--- config.mk ---
export PLATFORM = sky130hd
export DESIGN_NAME = tdc_capture_seq
export DESIGN_NICKNAME = d
export VERILOG_FILES = /design/src/rtl/tdc_capture_seq.sv
export SDC_FILE = /design/constraint.sdc
export NUM_CORES = 1
export LEC_CHECK = 0
export CORE_UTILIZATION = 50
export DETAILED_ROUTE_END_ITERATION = 6
export PLACE_DENSITY = 0.8
export SLEW_MARGIN = 10
export SYNTH_ARGS = -nofsm -noshare
export SYNTH_HDL_FRONTEND = slang
export SYNTH_SLANG_ARGS = --single-unit
--- constraint.sdc ---
create_clock -name clk -period 10 [get_ports clk]
set_input_delay 2 -clock clk [delete_from_list [all_inputs] [get_ports clk]]
set_output_delay 2 -clock clk [all_outputs]
set_load 0.01 [all_outputs]
--- src/rtl/tdc_capture_seq.sv ---
// TDC capture sequencer: registers thermometer samples, converts them to
// counts and accumulates min/max/sum/bubble over a run of N samples.
module tdc_capture_seq #(
    parameter int TDC_WIDTH     = 32,
    parameter int CNT_W         = 6,
    parameter int NSAMP_W       = 8,
    parameter int SETTLE_CYCLES = 2
) (
    input  logic                     clk,
    input  logic                     rst_n,
    input  logic [TDC_WIDTH-1:0]     tdc_data,
    input  logic                     start,
    input  logic                     abort,
    input  logic [NSAMP_W-1:0]       num_samples,
    output logic                     busy,
    output logic                     res_valid,
    input  logic                     res_ready,
    output logic [CNT_W-1:0]         res_min,
    output logic [CNT_W-1:0]         res_max,
    output logic [CNT_W+NSAMP_W-1:0] res_sum,
    output logic                     res_bubble
);
    localparam int SUM_W = CNT_W + NSAMP_W;
    localparam int NC_W  = NSAMP_W + 1;

    typedef enum logic [1:0] {IDLE, SETTLE, ACQ, DONE} state_t;

    state_t              state;
    logic [TDC_WIDTH-1:0] sample_q;
    logic [3:0]          settle_cnt;
    logic [NC_W-1:0]     smp_cnt;
    logic [NC_W-1:0]     n_lat;
    logic [CNT_W-1:0]    acc_min;
    logic [CNT_W-1:0]    acc_max;
    logic [SUM_W-1:0]    acc_sum;
    logic                acc_bub;

    logic [CNT_W-1:0]    cnt;
    logic                bub;
    logic                found;
    logic                first;
    logic [CNT_W-1:0]    nxt_min;
    logic [CNT_W-1:0]    nxt_max;
    logic [SUM_W-1:0]    nxt_sum;
    logic                nxt_bub;

    // Lowest zero gives the count; any one above it marks a bubble.
    always_comb begin
        cnt   = CNT_W'(TDC_WIDTH);
        bub   = 1'b0;
        found = 1'b0;
        for (int i = 0; i < TDC_WIDTH; i++) begin
            if (!found && !sample_q[i]) begin
                cnt   = CNT_W'(i);
                found = 1'b1;
            end else if (found && sample_q[i]) begin
                bub = 1'b1;
            end
        end
    end

    always_comb begin
        first   = (smp_cnt == '0);
        nxt_min = (first || cnt < acc_min) ? cnt : acc_min;
        nxt_max = (first || cnt > acc_max) ? cnt : acc_max;
        nxt_sum = (first ? '0 : acc_sum) + SUM_W'(cnt);
        nxt_bub = (first ? 1'b0 : acc_bub) | bub;
    end

    always_ff @(posedge clk or negedge rst_n) begin
        if (!rst_n) begin
            state      <= IDLE;
            sample_q   <= '0;
            settle_cnt <= '0;
            smp_cnt    <= '0;
            n_lat      <= '0;
            acc_min    <= '0;
            acc_max    <= '0;
            acc_sum    <= '0;
            acc_bub    <= 1'b0;
            busy       <= 1'b0;
            res_valid  <= 1'b0;
            res_min    <= '0;
            res_max    <= '0;
            res_sum    <= '0;
            res_bubble <= 1'b0;
        end else begin
            sample_q <= tdc_data;
            unique case (state)
                IDLE: begin
                    if (start) begin
                        n_lat      <= (num_samples == '0) ? NC_W'(1)
                                                          : {1'b0, num_samples};
                        smp_cnt    <= '0;
                        settle_cnt <= '0;
                        busy       <= 1'b1;
                        state      <= (SETTLE_CYCLES == 0) ? ACQ : SETTLE;
                    end
                end
                SETTLE: begin
                    if (abort) begin
                        busy  <= 1'b0;
                        state <= IDLE;
                    end else if (settle_cnt == 4'(SETTLE_CYCLES - 1)) begin
                        state <= ACQ;
                    end else begin
                        settle_cnt <= settle_cnt + 4'd1;
                    end
                end
                ACQ: begin
                    if (abort) begin
                        busy  <= 1'b0;
                        state <= IDLE;
                    end else begin
                        acc_min <= nxt_min;
                        acc_max <= nxt_max;
                        acc_sum <= nxt_sum;
                        acc_bub <= nxt_bub;
                        smp_cnt <= smp_cnt + NC_W'(1);
                        if (smp_cnt + NC_W'(1) == n_lat) begin
                            res_min    <= nxt_min;
                            res_max    <= nxt_max;
                            res_sum    <= nxt_sum;
                            res_bubble <= nxt_bub;
                            res_valid  <= 1'b1;
                            state      <= DONE;
                        end
                    end
                end
                DONE: begin
                    if (res_ready) begin
                        res_valid <= 1'b0;
                        busy      <= 1'b0;
                        state     <= IDLE;
                    end
                end
                default: state <= IDLE;
            endcase
        end
    end
endmodule

==> results.md <==
* P&R area growth vs syn at 20.1%
* Max-slew violations at 0
* Syn nets at 656
* Area fraction in compound gates after synthesis at 17.0%
* Largest family of logic cells by synthesized area: compound AO/OA/AOI/OAI gates
* Number of primary I/O pins at 74
* Crit Path Class: flop to flop
* Total iterations of the first detailed-routing run at 5
* Initial DRC count at about 240
* Post-synthesis simple-gate area fraction at approximately 17%
* Register clock-pin slew on the reported worst setup and hold paths at 0.07 ns
* Leak at 0.00301 uW
* CTS tree: built
* Unrepaired setup endpoints after global routing: no
* Dominant cells by area after synthesis: dfrtp_1 (48%), ha_1 (5.4%), nand2_1 (4.6%)
* Ys flop type: dfrtp_1
* Total CTS buffers at 9
* Wire length per cell at 15.3 microns
* Clk_lat worst skew at roughly 0.35 ns
* Pwr Total at 1250 uW
* Initial Util at 52.2%
* Max VDD drop at around 110 uV
* WL final at 12,300 microns
* CP Max Fanout at 7
* Post-synthesis cell count at 585
* CP endpoint kind: flop
* Critical Path AT at 4.46 ns
* # setup viols final at 0
* Pwr/cell area at 180 nW/um^2
* CP Launch Type: flop
* Core area at 11,000 sq um
* Setup TNS Final at 0 ns
* H-tree Lvls at 3
* Synth cell types at 59
* Total track usage at 22.6%
* Status: completed
* Layout cell share with drive strength beyond 1 at 6.78%
* Port bufs at 73
* Overflow after GRT at 0
* Worst Skew at 0.00980 ns
* ANT cells at 0
* First-pass GRT wire length at 20,900 microns
* Flops & latches, synth at 111
* EDFF count, synth at 0
* Synth Area in Adders at 5.78%
* Crit path time final at 4.23 ns
* Die extent in y at 109 microns
* Post_cts resized at 0
* Syn_area_per_cell at 9.85 sq um
* Fillers at a little over 900
* DR DRC count at 0
* Worst slew pin tran at 1.04 ns
* Most frequent cells in the layout: dfrtp_1 (111), clkdlybuf4s50_1 (72), nand2_1 (70), o21ai_0 (50), inv_1 (35)
* Worst path required time at 10.23 ns
* Synthesized cell area at just under 6000 sq um
* Cts hold-fix bufs at 0
* Synth Warn # at 0
* Commonest non-fill, non-tap cell in the layout: dfrtp_1
* Slew margin rel. at 30.4%
* Clock Tree Buf Depth at 2
* Post-synth ARST share at 100%
* GP Congestion at 0.889
* Final ANT Viol Nets at 0
* CTS Sinks at 111
* Post-synthesis xor/xnor area fraction at 3.04%
* Fin. Hold Viols at 0
* Setup bufs post-CTS at 0
* Total die area at about 12,000 sq um
* Total of max-cap violations at 0
* Hold Path Class: flop to flop
* DP Wirelength at 8840 microns
* Die Width at 109 microns
* Layout net count at 730
* Top-area cell type share of the netlist area at approximately half
* Fmax at 236 MHz
* Via density at 5.69
* Period utilization at 42.3%
* Initial antenna violation count at 0
* Synth area leader: dfrtp_1
* Proportion of synthesized area in mux cells at 5.97%
* Root buffer cell: clkbuf_16
* Via count at 4,578
* Largest net degree at the start of global routing at 73
* Sequential area share after synthesis at 48.2%
* Cell row count at 38
* Vias in the first global route at 4,497
critical path: stages (launching register included):
cell      delay [ns]
dfrtp_1         0.45
nand4_2         0.18
or4_4           0.59
o31ai_1         0.88
ha_1            0.30
a211oi_1        0.08
o21bai_1        0.24
o21ai_0         0.32
a31oi_4         0.43
mux2_1          0.35
mux2_1          0.29
final cells by class:
class,count,area [sq um],share of cell area [%]
multi-input combinational,425,2790,40.4
sequential,111,2780,40.1
timing repair buffer,77,758,11.0
clock buffer,10,239,3.45
tap,140,175,2.53
inverter,35,131,1.90
clock inverter,6,45.0,0.651
per-stage QoR:
stage | instances | setup slack [ns] | cell area, sq um | hold WS, ns | util [%]
after floorplan | 585 | 6.23 | 5760 | 0.437 | -
after detailed placement | 788 | 5.59 | 6640 | 0.469 | 60.2
after CTS | 804 | 5.82 | 6920 | 0.486 | 62.7
after global routing | 804 | 5.43 | 6920 | 0.498 | 62.7
final | 804 | 5.77 | 6920 | 0.478 | 62.7
after global placement | 788 | 5.67 | 6640 | 0.455 | 60.2
worst paths after layout:
path	startpoint	end	slack, ns	depth (start not counted)
max in group asynchronous	rst_n	busy$_DFFE_PN0P_	7.14	2
min in group asynchronous	rst_n	acc_max[0]$_DFFE_PN0P_	1.59	1
setup / recovery	sample_q[0]$_DFF_PN0_	res_min[3]$_DFFE_PN0P_	5.77	10
hold reg to reg	res_sum[5]$_DFFE_PN0P_	res_sum[5]$_DFFE_PN0P_	0.48	2
setup reg to reg	sample_q[0]$_DFF_PN0_	res_min[3]$_DFFE_PN0P_	5.77	10
hold / removal	res_sum[5]$_DFFE_PN0P_	res_sum[5]$_DFFE_PN0P_	0.48	2
synthesized netlist by cell type, drive strengths merged (2+ instances only):
cell	instances
o211ai	4
and3	6
o311a	2
a21o	9
buf	5
o21bai	4
nand2	70
nor4	5
mux2	21
inv	35
dfrtp	111
nand3	20
a221oi	2
nor2	35
and2	10
nor3	11
xnor2	10
a31oi	7
nand4	10
xor2	10
o21ai	55
o22ai	5
nand2b	8
a211oi	2
or4	3
nor2b	8
a22oi	4
a21boi	2
o32a	2
o31a	2
o31ai	15
a22o	5
ha	25
or3	5
clkbuf	9
mux2i	10
a21oi	24
sequential cells by signal, indices dropped and copies added (netlist names):
name and cells:
res_bubble 1, acc_min 6, res_max 6, n_lat 8
state 2, res_sum 14, sample_q 32, res_valid 1
busy 1, res_min 6, acc_sum 14, acc_bub 1
settle_cnt 4, acc_max 6, smp_cnt 9
per-layer routing:
layer | GRT usage [%] | part of all wire [%] | vias up | routed length (microns)
met2 | 36.8 | 48 | 128 | 5890
met4 | 7.90 | 1.3 | 0 | 156
met1 | 30.6 | 46 | 2193 | 5670
met5 | 0 | 0 | - | 0
met3 | 3.85 | 4.7 | 9 | 580
li1 | - | - | 2248 | -
report_power, final:
group	switching, uW	leakage, uW	internal (uW)
Clock	169	0.000136	177
Combinational	188	0.00145	150
Sequential	52.6	0.00142	509
logic make-up (layout without fill, tap and decap cells):
family	after synthesis	count (layout)
and+or+nand+nor	196	196
muxes	31	31
xor gates and xnor gates	20	20
DFF	111	111
AOI/OAI and AO/OA	152	152
buffers and inverters	49	128
adders and majority gates	26	26
Note: power is estimated with default switching activity, not from simulation.
